`config.mk`:
```
export PLATFORM = sky130hd
export DESIGN_NAME = omni_merger
export DESIGN_NICKNAME = d
export VERILOG_FILES = /design/src/rtl/top_k_pkg.sv /design/src/rtl/sync_fifo_lb.sv /design/src/rtl/omni_merger.sv
export SDC_FILE = /design/constraint.sdc
export NUM_CORES = 2
export LEC_CHECK = 0
export BUFFER_PORTS_ARGS = -buffer_cell sky130_fd_sc_hd__buf_2
export CORE_AREA = 5 5 716 718
export CTS_CLUSTER_SIZE = 25
export DETAILED_ROUTE_END_ITERATION = 7
export DIE_AREA = 0 0 721 723
export PLACE_DENSITY_LB_ADDON = 0.1
export SETUP_SLACK_MARGIN = 0.4
export SYNTH_ARGS = -nofsm -noshare
export SYNTH_HDL_FRONTEND = slang
export SYNTH_HIERARCHICAL = 1
export SYNTH_SLANG_ARGS = --single-unit
export TNS_END_PERCENT = 50
```
`constraint.sdc`:
```
create_clock -name clk -period 50.5 [get_ports clk]
set_input_delay 10.1 -clock clk [delete_from_list [all_inputs] [get_ports clk]]
set_output_delay 10.1 -clock clk [all_outputs]
set_load 0.02 [all_outputs]
```
`src/rtl/top_k_pkg.sv`:
```
// Constants shared by the top-k merger and dispatcher: message width and
// the bit positions of the header, payload and metadata fields.
package top_k_pkg;
    localparam int MSG_WIDTH   = 600;
    localparam int HDR_RST_BIT = 0;
    localparam int HDR_BLK_LSB = 2;
    localparam int HDR_BLK_MSB = 31;
    localparam int PAYLOAD_LSB = 32;
    localparam int META_LSB    = 512;
endpackage

```
`src/rtl/sync_fifo_lb.sv`:
```
// Register-based loopback FIFO. Reads are combinational from rd_ptr, so a
// word is visible one cycle after it is written. flush empties it like rst.
module sync_fifo_lb #(
    parameter int WIDTH = 600,
    parameter int DEPTH = 4
) (
    input  logic                       clk,
    input  logic                       rst,
    input  logic                       flush,
    input  logic                       wr_en,
    input  logic [WIDTH-1:0]           wr_data,
    input  logic                       rd_en,
    output logic [WIDTH-1:0]           rd_data,
    output logic [$clog2(DEPTH):0]     count,
    output logic                       empty
);
    localparam int AW = $clog2(DEPTH);
    localparam int CW = AW + 1;

    logic [WIDTH-1:0] mem [DEPTH];
    logic [AW-1:0]    wr_ptr;
    logic [AW-1:0]    rd_ptr;
    logic [CW-1:0]    cnt;
    logic             full;
    logic             do_wr;
    logic             do_rd;

    assign full    = (cnt == CW'(DEPTH));
    assign empty   = (cnt == '0);
    assign do_wr   = wr_en & ~full;
    assign do_rd   = rd_en & ~empty;
    assign rd_data = mem[rd_ptr];
    assign count   = cnt;

    always_ff @(posedge clk) begin
        if (do_wr) begin
            mem[wr_ptr] <= wr_data;
        end
    end

    // Pointers wrap naturally because DEPTH is a power of two.
    always_ff @(posedge clk) begin
        if (rst || flush) begin
            wr_ptr <= '0;
            rd_ptr <= '0;
            cnt    <= '0;
        end else begin
            if (do_wr) wr_ptr <= wr_ptr + 1'b1;
            if (do_rd) rd_ptr <= rd_ptr + 1'b1;
            case ({do_wr, do_rd})
                2'b10:   cnt <= cnt + CW'(1);
                2'b01:   cnt <= cnt - CW'(1);
                default: cnt <= cnt;
            endcase
        end
    end
endmodule

```
`src/rtl/omni_merger.sv`:
```
// Merges the network RX stream with recirculated dispatcher loopback words into
// one registered stream, bounding loopback starvation and discarding reset headers.
module omni_merger
    import top_k_pkg::*;
#(
    parameter int WIDTH         = MSG_WIDTH,
    parameter int LB_DEPTH      = 4,
    parameter int MAX_NET_BURST = 8
) (
    input  logic             clk,
    input  logic             rst,
    input  logic             flush,
    input  logic [WIDTH-1:0] net_TDATA,
    input  logic             net_TVALID,
    output logic             net_TREADY,
    input  logic [WIDTH-1:0] lb_TDATA,
    input  logic             lb_TVALID,
    output logic             lb_TREADY,
    output logic [WIDTH-1:0] tx_TDATA,
    output logic             tx_TVALID,
    input  logic             tx_TREADY,
    output logic [31:0]      retry_cnt,
    output logic [31:0]      rst_drop_cnt
);
    localparam int CW = $clog2(LB_DEPTH) + 1;
    localparam int BW = $clog2(MAX_NET_BURST + 1);

    function automatic logic [31:0] sat_inc(input logic [31:0] v);
        return (v == 32'hFFFF_FFFF) ? v : v + 32'd1;
    endfunction

    logic [WIDTH-1:0] fifo_rd_data;
    logic [CW-1:0]    fifo_count;
    logic             fifo_empty;
    logic             fifo_nonempty;
    logic             lb_hs;
    logic             lb_push;
    logic             lb_drop;
    logic             load;
    logic             lb_first;
    logic             pick_lb;
    logic             pick_net;
    logic [BW-1:0]    burst;
    logic [WIDTH-1:0] data_p1;
    logic             vld_p1;

    assign fifo_nonempty = ~fifo_empty;
    assign lb_TREADY     = (fifo_count < CW'(LB_DEPTH)) & ~flush;
    assign lb_hs         = lb_TVALID & lb_TREADY;
    assign lb_push       = lb_hs & ~lb_TDATA[HDR_RST_BIT];
    assign lb_drop       = lb_hs &  lb_TDATA[HDR_RST_BIT];

    // Loopback wins when the network is idle or has used up its burst allowance.
    assign load       = ~vld_p1 | tx_TREADY;
    assign lb_first   = fifo_nonempty & (~net_TVALID | (burst == BW'(MAX_NET_BURST)));
    assign pick_lb    = load & lb_first & ~flush;
    assign pick_net   = load & net_TVALID & ~lb_first & ~flush;
    assign net_TREADY = load & ~lb_first & ~flush;

    sync_fifo_lb #(
        .WIDTH (WIDTH),
        .DEPTH (LB_DEPTH)
    ) u_fifo (
        .clk     (clk),
        .rst     (rst),
        .flush   (flush),
        .wr_en   (lb_push),
        .wr_data (lb_TDATA),
        .rd_en   (pick_lb),
        .rd_data (fifo_rd_data),
        .count   (fifo_count),
        .empty   (fifo_empty)
    );

    // Stage p1: output register into the dispatcher rx port.
    always_ff @(posedge clk) begin
        if (rst || flush) begin
            vld_p1  <= 1'b0;
            data_p1 <= '0;
        end else if (load) begin
            vld_p1 <= pick_lb | pick_net;
            if (pick_lb) begin
                data_p1 <= fifo_rd_data;
            end else if (pick_net) begin
                data_p1 <= net_TDATA;
            end
        end
    end

    assign tx_TDATA  = data_p1;
    assign tx_TVALID = vld_p1;

    always_ff @(posedge clk) begin
        if (rst || flush) begin
            burst <= '0;
        end else if (pick_lb) begin
            burst <= '0;
        end else if (pick_net) begin
            burst <= fifo_nonempty ? burst + 1'b1 : '0;
        end
    end

    always_ff @(posedge clk) begin
        if (rst) begin
            retry_cnt    <= '0;
            rst_drop_cnt <= '0;
        end else begin
            if (pick_lb) retry_cnt    <= sat_inc(retry_cnt);
            if (lb_drop) rst_drop_cnt <= sat_inc(rst_drop_cnt);
        end
    end
endmodule

```
# Yosys cells after proc, flatten, opt, wreduce, memory -nomap -nowiden
# Memories as Yosys holds them, arrays and structs flattened. A register that Yosys moved wholly into a read port is not among the register bits.
# Index checks and enable logic that the tools add are counted.
# W data, S select, Z words.
[op_classes]
n_eq_ne = 6
n_mux = 8
bitwise = 26
add_sub_neg = 7
order_cmp = 1
reduce_logical = 8
[ops]
columns = ["op", "count"]
rows = [
  ["$mux W600", 2],
  ["$add A32 B1 Y32 const B", 2],
  ["$eq A32 B32 Y1 const B", 2],
  ["$and A1 B1 Y1", 14],
  ["$not A1 Y1", 9],
  ["$pmux W3 S2", 1],
  ["$reduce_and A2 Y1", 3],
  ["$add A2 B1 Y2 const B", 2],
  ["$add A4 B1 Y4 const B", 1],
  ["$eq A4 B4 Y1 const B", 1],
  ["$mux W2", 2],
  ["$mux W4", 1],
  ["$reduce_bool A2 Y1", 2],
  ["$add A3 B1 Y3 const B", 1],
  ["$eq A3 B3 Y1 const B", 1],
  ["$logic_not A3 Y1", 1],
  ["$lt A3 B3 Y1 const B", 1],
  ["$or A1 B1 Y1", 3],
  ["$sub A3 B1 Y3 const B", 1],
  ["$eq A2 B1 Y1 const B", 1],
  ["$eq A2 B2 Y1 const B", 1],
  ["$mux W1", 2],
  ["$reduce_or A2 Y1", 1],
  ["$logic_or A1 B1 Y1", 1],
]
[word_totals]
memories = 1
inputBits = 1206
ram_bits = 2400
reg_bits = 676
[memory_table]
columns = ["memory", "words", "word_bits", "read_ports", "rd_ports_with_merged_regs", "write_ports", "line_no", "rtl"]
rows = [
  ["u_fifo.mem", 4, 600, 1, 1, 1, "sync_fifo_lb.sv:20", "logic [WIDTH-1:0] mem [DEPTH];"],
]

# Depth between registers and ports, before layout
[depth]
word_depth = 8
mapped_depth = 15

# Hierarchy
# Netlist, hierarchy kept.
[modules_own_cells]
columns = ["mod", "cells_each", "instances", "area_per_inst_um2", "seq_area_each_um2"]
rows = [
  ["sync_fifo_lb", 3190, 1, 87719.1, 72249.3],
  ["omni_merger", 3756, 1, 28781.4, 13392.8],
]

# Worst setup path before layout
# OpenSTA, ideal clock, no wires.
[synth_path]
path_type = "in2reg"
from = "in flush"
to = "mem u_fifo.mem[0][0], enable pin"
path_buffers = 0
t_arrival_ns = 24.427
path_stages = 4
path_slack_ns = 25.025
required_time_ns = 49.452
cell_sequence = "nor2_1 > nand2_1 > nor2_1 > and3_1"
[synth_via]
elab_chain_cells = 7
[synth_lines]
columns = ["element", "line_no", "rtl"]
rows = [
  ["start: declaration", "omni_merger.sv:12", "input logic flush,"],
  ["$not A1 Y1", "omni_merger.sv:48", "assign lb_TREADY = (fifo_count < CW'(LB_DEPTH)) & ~flush;"],
  ["$and A1 B1 Y1", "omni_merger.sv:48", ""],
  ["$and A1 B1 Y1", "omni_merger.sv:49", "assign lb_hs = lb_TVALID & lb_TREADY;"],
  ["$and A1 B1 Y1", "omni_merger.sv:50", "assign lb_push = lb_hs & ~lb_TDATA[HDR_RST_BIT];"],
  ["via lb_push", "omni_merger.sv:37", "logic lb_push;"],
  ["$and A1 B1 Y1", "sync_fifo_lb.sv:30", "assign do_wr = wr_en & ~full;"],
  ["$mux W1", "sync_fifo_lb.sv:36", "if (do_wr) begin"],
  ["$mux W1 (implied by the code)", "sync_fifo_lb.sv:37", "mem[wr_ptr] <= wr_data;"],
  ["end: declaration", "sync_fifo_lb.sv:20", ""],
]
# The timed path passes the listed nets, and every way through them passes these cells.

# Worst setup path in the final report
[layout_path]
from = "in tx_TREADY"
to = "out net_TREADY"
[layout_via]
elab_chain_cells = 3
[layout_lines]
columns = ["element", "line_no", "rtl"]
rows = [
  ["start: declaration", "omni_merger.sv:21", "input logic tx_TREADY,"],
  ["$or A1 B1 Y1", "omni_merger.sv:54", "assign load = ~vld_p1 | tx_TREADY;"],
  ["$and A1 B1 Y1 (2 in a row)", "omni_merger.sv:58", "assign net_TREADY = load & ~lb_first & ~flush;"],
  ["end: declaration", "omni_merger.sv:15", "output logic net_TREADY,"],
]
# No other way between the ends.

==> flow_metrics.env <==
export IMPL_clk_pin_slew_worst_paths_ns=0.06
export IMPL_dieWidth_um=721
export IMPL_swShare=0.224
export IMPL_combPwrFrac=0.043
export IMPL_ant_nets=0
export IMPL_critPathMaxFanout=4
export IMPL_rsz0062_at_grt="false"
export IMPL_postCtsSetupRepairBufs=0
export IMPL_cts_max_level=5
export IMPL_cts_tree="done"
export IMPL_max_freq_mhz=46.8
export IMPL_syn_num_nets=8162
export IMPL_powerDensity_mw_per_mm2=38.9
export IMPL_synthTopCellsByCount="edfxtp_1 (2400), nand2_1 (1227), dfxtp_1 (678), nor2_1 (642)"
export IMPL_start_kind="input port"
export IMPL_p_leak_nw=49.3
export IMPL_synth_largest_area_cell="edfxtp_1"
export IMPL_tns_ns=0
export IMPL_holdBufCountCts=0
export IMPL_clk_latency_ns=0.93
export IMPL_place_congestion=0.838
export IMPL_cts_buffers=369
export IMPL_vdd_drop_max_mv=0.0322
export IMPL_dr_pass1_iters=7
export IMPL_wl_per_cell_um=29.0
export IMPL_finalCritPeriodShare=0.423
export IMPL_post_dp_hpwl_um=330000
export IMPL_setup_violations=0
export IMPL_clock_sinks=3078
export IMPL_grt_pass1_vias=73800
export IMPL_synth_edf_count=2400
export IMPL_grt_max_degree=165
export IMPL_ys_seq_elements=3078
export IMPL_grt_ovfl_total=0
export IMPL_netlist_area_mm2=0.117
export IMPL_yosysUniqueCellTypes=53
export IMPL_antenna_found_initial=389
export IMPL_fin_crit_ns=21.38
export IMPL_vias=71500
export IMPL_ys_seq_area_frac=0.735
export IMPL_power_share_clock=0.462
export IMPL_drive_above_1_share=0.343
export IMPL_synth_area_per_cell_um2=16.8
export IMPL_viasPerCell=4.49
export IMPL_start_util=0.231
export IMPL_area_delta_synth_final_pct=23.9
export IMPL_root_buffer="clkbuf_16"
export IMPL_hold_path_class="reg2reg"
export IMPL_timing_critical_path_mode_cell="buf_2"
export IMPL_drc=0
export IMPL_rows=261
export IMPL_syn_inst=6946
export IMPL_core_area_mm2=0.505
export IMPL_yosysMostFrequentCell="edfxtp_1"
export IMPL_power_net_switching_mw=1.26
export IMPL_final_net_count=10000
export IMPL_cp_required_ns=40.40
export IMPL_worst_pin_slew_ns=1.09
export IMPL_slew_headroom=0.273
export IMPL_cts_resized=0
export IMPL_die_area_mm2=0.521
export IMPL_drv_cap=0
export IMPL_pin_count=1873
export IMPL_die_h_um=723
export IMPL_clk_path_buf_depth=4
export IMPL_portBuffers=1872
export IMPL_cp_end_kind="primary output"
export IMPL_worstSetupPathType="in2out"
export IMPL_routed_wl_um=461000
export IMPL_crit_arrival_ns=11.28
export IMPL_fin_total_pwr_mw=5.61
export IMPL_yosysWarningCount=6
export IMPL_p_int_mw=4.35
export IMPL_synthTopCellsByArea="edfxtp_1 (62%), dfxtp_1 (12%), mux4_2 (12%), a311oi_1 (4.5%), nand2_1 (4.0%)"
export IMPL_status="finished clean"
export IMPL_synthArstFlopShare=0
export IMPL_grtUsageTotal=0.170
export IMPL_worstPathCellList="buf_2 > nor2b_1 > nor3_1 > buf_2"
export IMPL_grt_pass1_wl_um=624000
export IMPL_synth_top_cell_area_share=0.619
export IMPL_crit_family="simple AND/OR/NAND/NOR gates"
export IMPL_slew_violations=0
export IMPL_max_stage_delay_ns=0.65
export IMPL_seq_power_share=0.496
export IMPL_drt_iter0_markers=4440
export IMPL_finClkSkew_ns=0.0545
export IMPL_critPathBufInv=2
export IMPL_cpMaxStageDelayCell="nor2b_1"
export IMPL_ys_flop_type="edfxtp_1"
export IMPL_hold_viol=0
metrics by stage:
step | hold slack, ns | worst slack, ns | util | instances | cell area [µm²]
after global placement | 0.483 | 29.12 | 0.262 | 15200 | 132000
after floorplan | 0.459 | 25.02 | - | 6946 | 117000
final | 0.494 | 29.12 | 0.286 | 15900 | 144000
after global routing | 0.510 | 29.08 | 0.286 | 15900 | 144000
after CTS | 0.497 | 29.13 | 0.286 | 15800 | 144000
after detailed placement | 0.488 | 29.14 | 0.262 | 15200 | 132000
final timing paths:
kind / start / to / slack (ns) / cells after the start
worst min-delay path: rst_drop_cnt[17]$_SDFFE_PP0P_ / rst_drop_cnt[17]$_SDFFE_PP0P_ / 0.49 / 2
worst min register to register: rst_drop_cnt[17]$_SDFFE_PP0P_ / rst_drop_cnt[17]$_SDFFE_PP0P_ / 0.49 / 2
worst max-delay path: tx_TREADY / net_TREADY / 29.12 / 4
worst max register to register: u_fifo/count[2]$_SDFFE_PP0P_ / u_fifo/mem[3][323]$_DFFE_PP_ / 43.29 / 11
sequential cells by signal, indices dropped and copies added (netlist names), named ones only:
signal,count
u_fifo/wr_ptr,2
rst_drop_cnt,32
retry_cnt,32
u_fifo/rd_ptr,2
u_fifo/mem,2400
burst,4
tx_TVALID,1
tx_TDATA,600
u_fifo/count,3
power by group through the flow:
stage / clock [mW] / combinational (mW) / sequential, mW
after floorplan: 0 / 0.0809 / 2.86
after global placement: 0 / 0.242 / 2.83
after detailed placement: 0 / 0.247 / 2.83
after CTS: 2.69 / 0.247 / 2.78
after global routing: 2.79 / 0.262 / 2.78
final: 2.59 / 0.240 / 2.78
cell families (layout without fill, tap and decap cells):
| family | after synthesis | after routing | synth area share |
|---|---|---|---|
| flops | 3078 | 3078 | 0.735 |
| simple gates | 2011 | 2011 | 0.0684 |
| compound gates | 713 | 713 | 0.0508 |
| mux | 605 | 605 | 0.116 |
| buf+inv | 506 | 2694 | 0.0263 |
| xor+xnor | 23 | 23 | 0.00173 |
| fa+ha+maj | 10 | 10 | 0.00114 |
| other cells | 0 | 71 | 0 |
per-layer routing:
layer,track usage,part of all wire,vias to the layer above
met1,0.197,0.38,36800
met2,0.305,0.51,2307
met4,0.0511,0.035,160
met3,0.0444,0.065,1061
met5,0,0.0022,-
li1,-,-,31100
layout make-up:
type | count | area, µm²
Fill cell | 51300 | 360000
Timing Repair Buffer | 1990 | 10400
Clock inverter | 162 | 1580
Clock buffer | 521 | 10200
Sequential cell | 3078 | 85600
Multi-Input combinational cell | 3362 | 27800
Tap cell | 6706 | 8390
Inverter | 21 | 86.3
Antenna cell | 71 | 178
placed cells by master (no fill, tap or decap), types with 28 or more instances in the layout:
| master | Yosys | final |
|---|---|---|
| o21ai_0 | 28 | 28 |
| buf_2 | 65 | 1872 |
| or3_1 | 29 | 29 |
| clkbuf_16 | 0 | 373 |
| nand2_1 | 1227 | 1227 |
| dfxtp_1 | 678 | 676 |
| clkinv_1 | 0 | 49 |
| a21oi_1 | 49 | 49 |
| clkinv_2 | 0 | 60 |
| mux4_2 | 600 | 600 |
| edfxtp_1 | 2400 | 2400 |
| a311oi_1 | 600 | 600 |
| clkbuf_8 | 0 | 32 |
| diode_2 | 0 | 71 |
| nor2_1 | 642 | 642 |
| clkbuf_1 | 339 | 114 |
| buf_4 | 2 | 103 |
worst register-to-register path, delay by kind of cell (launching register included):
family | cells | cell delay [ns]
flip-flops | 1 | 0.29
AND/OR/NAND/NOR | 4 | 1.66
buffers and inverters | 7 | 4.79
No activity file was read; power rests on OpenSTA's default activity.
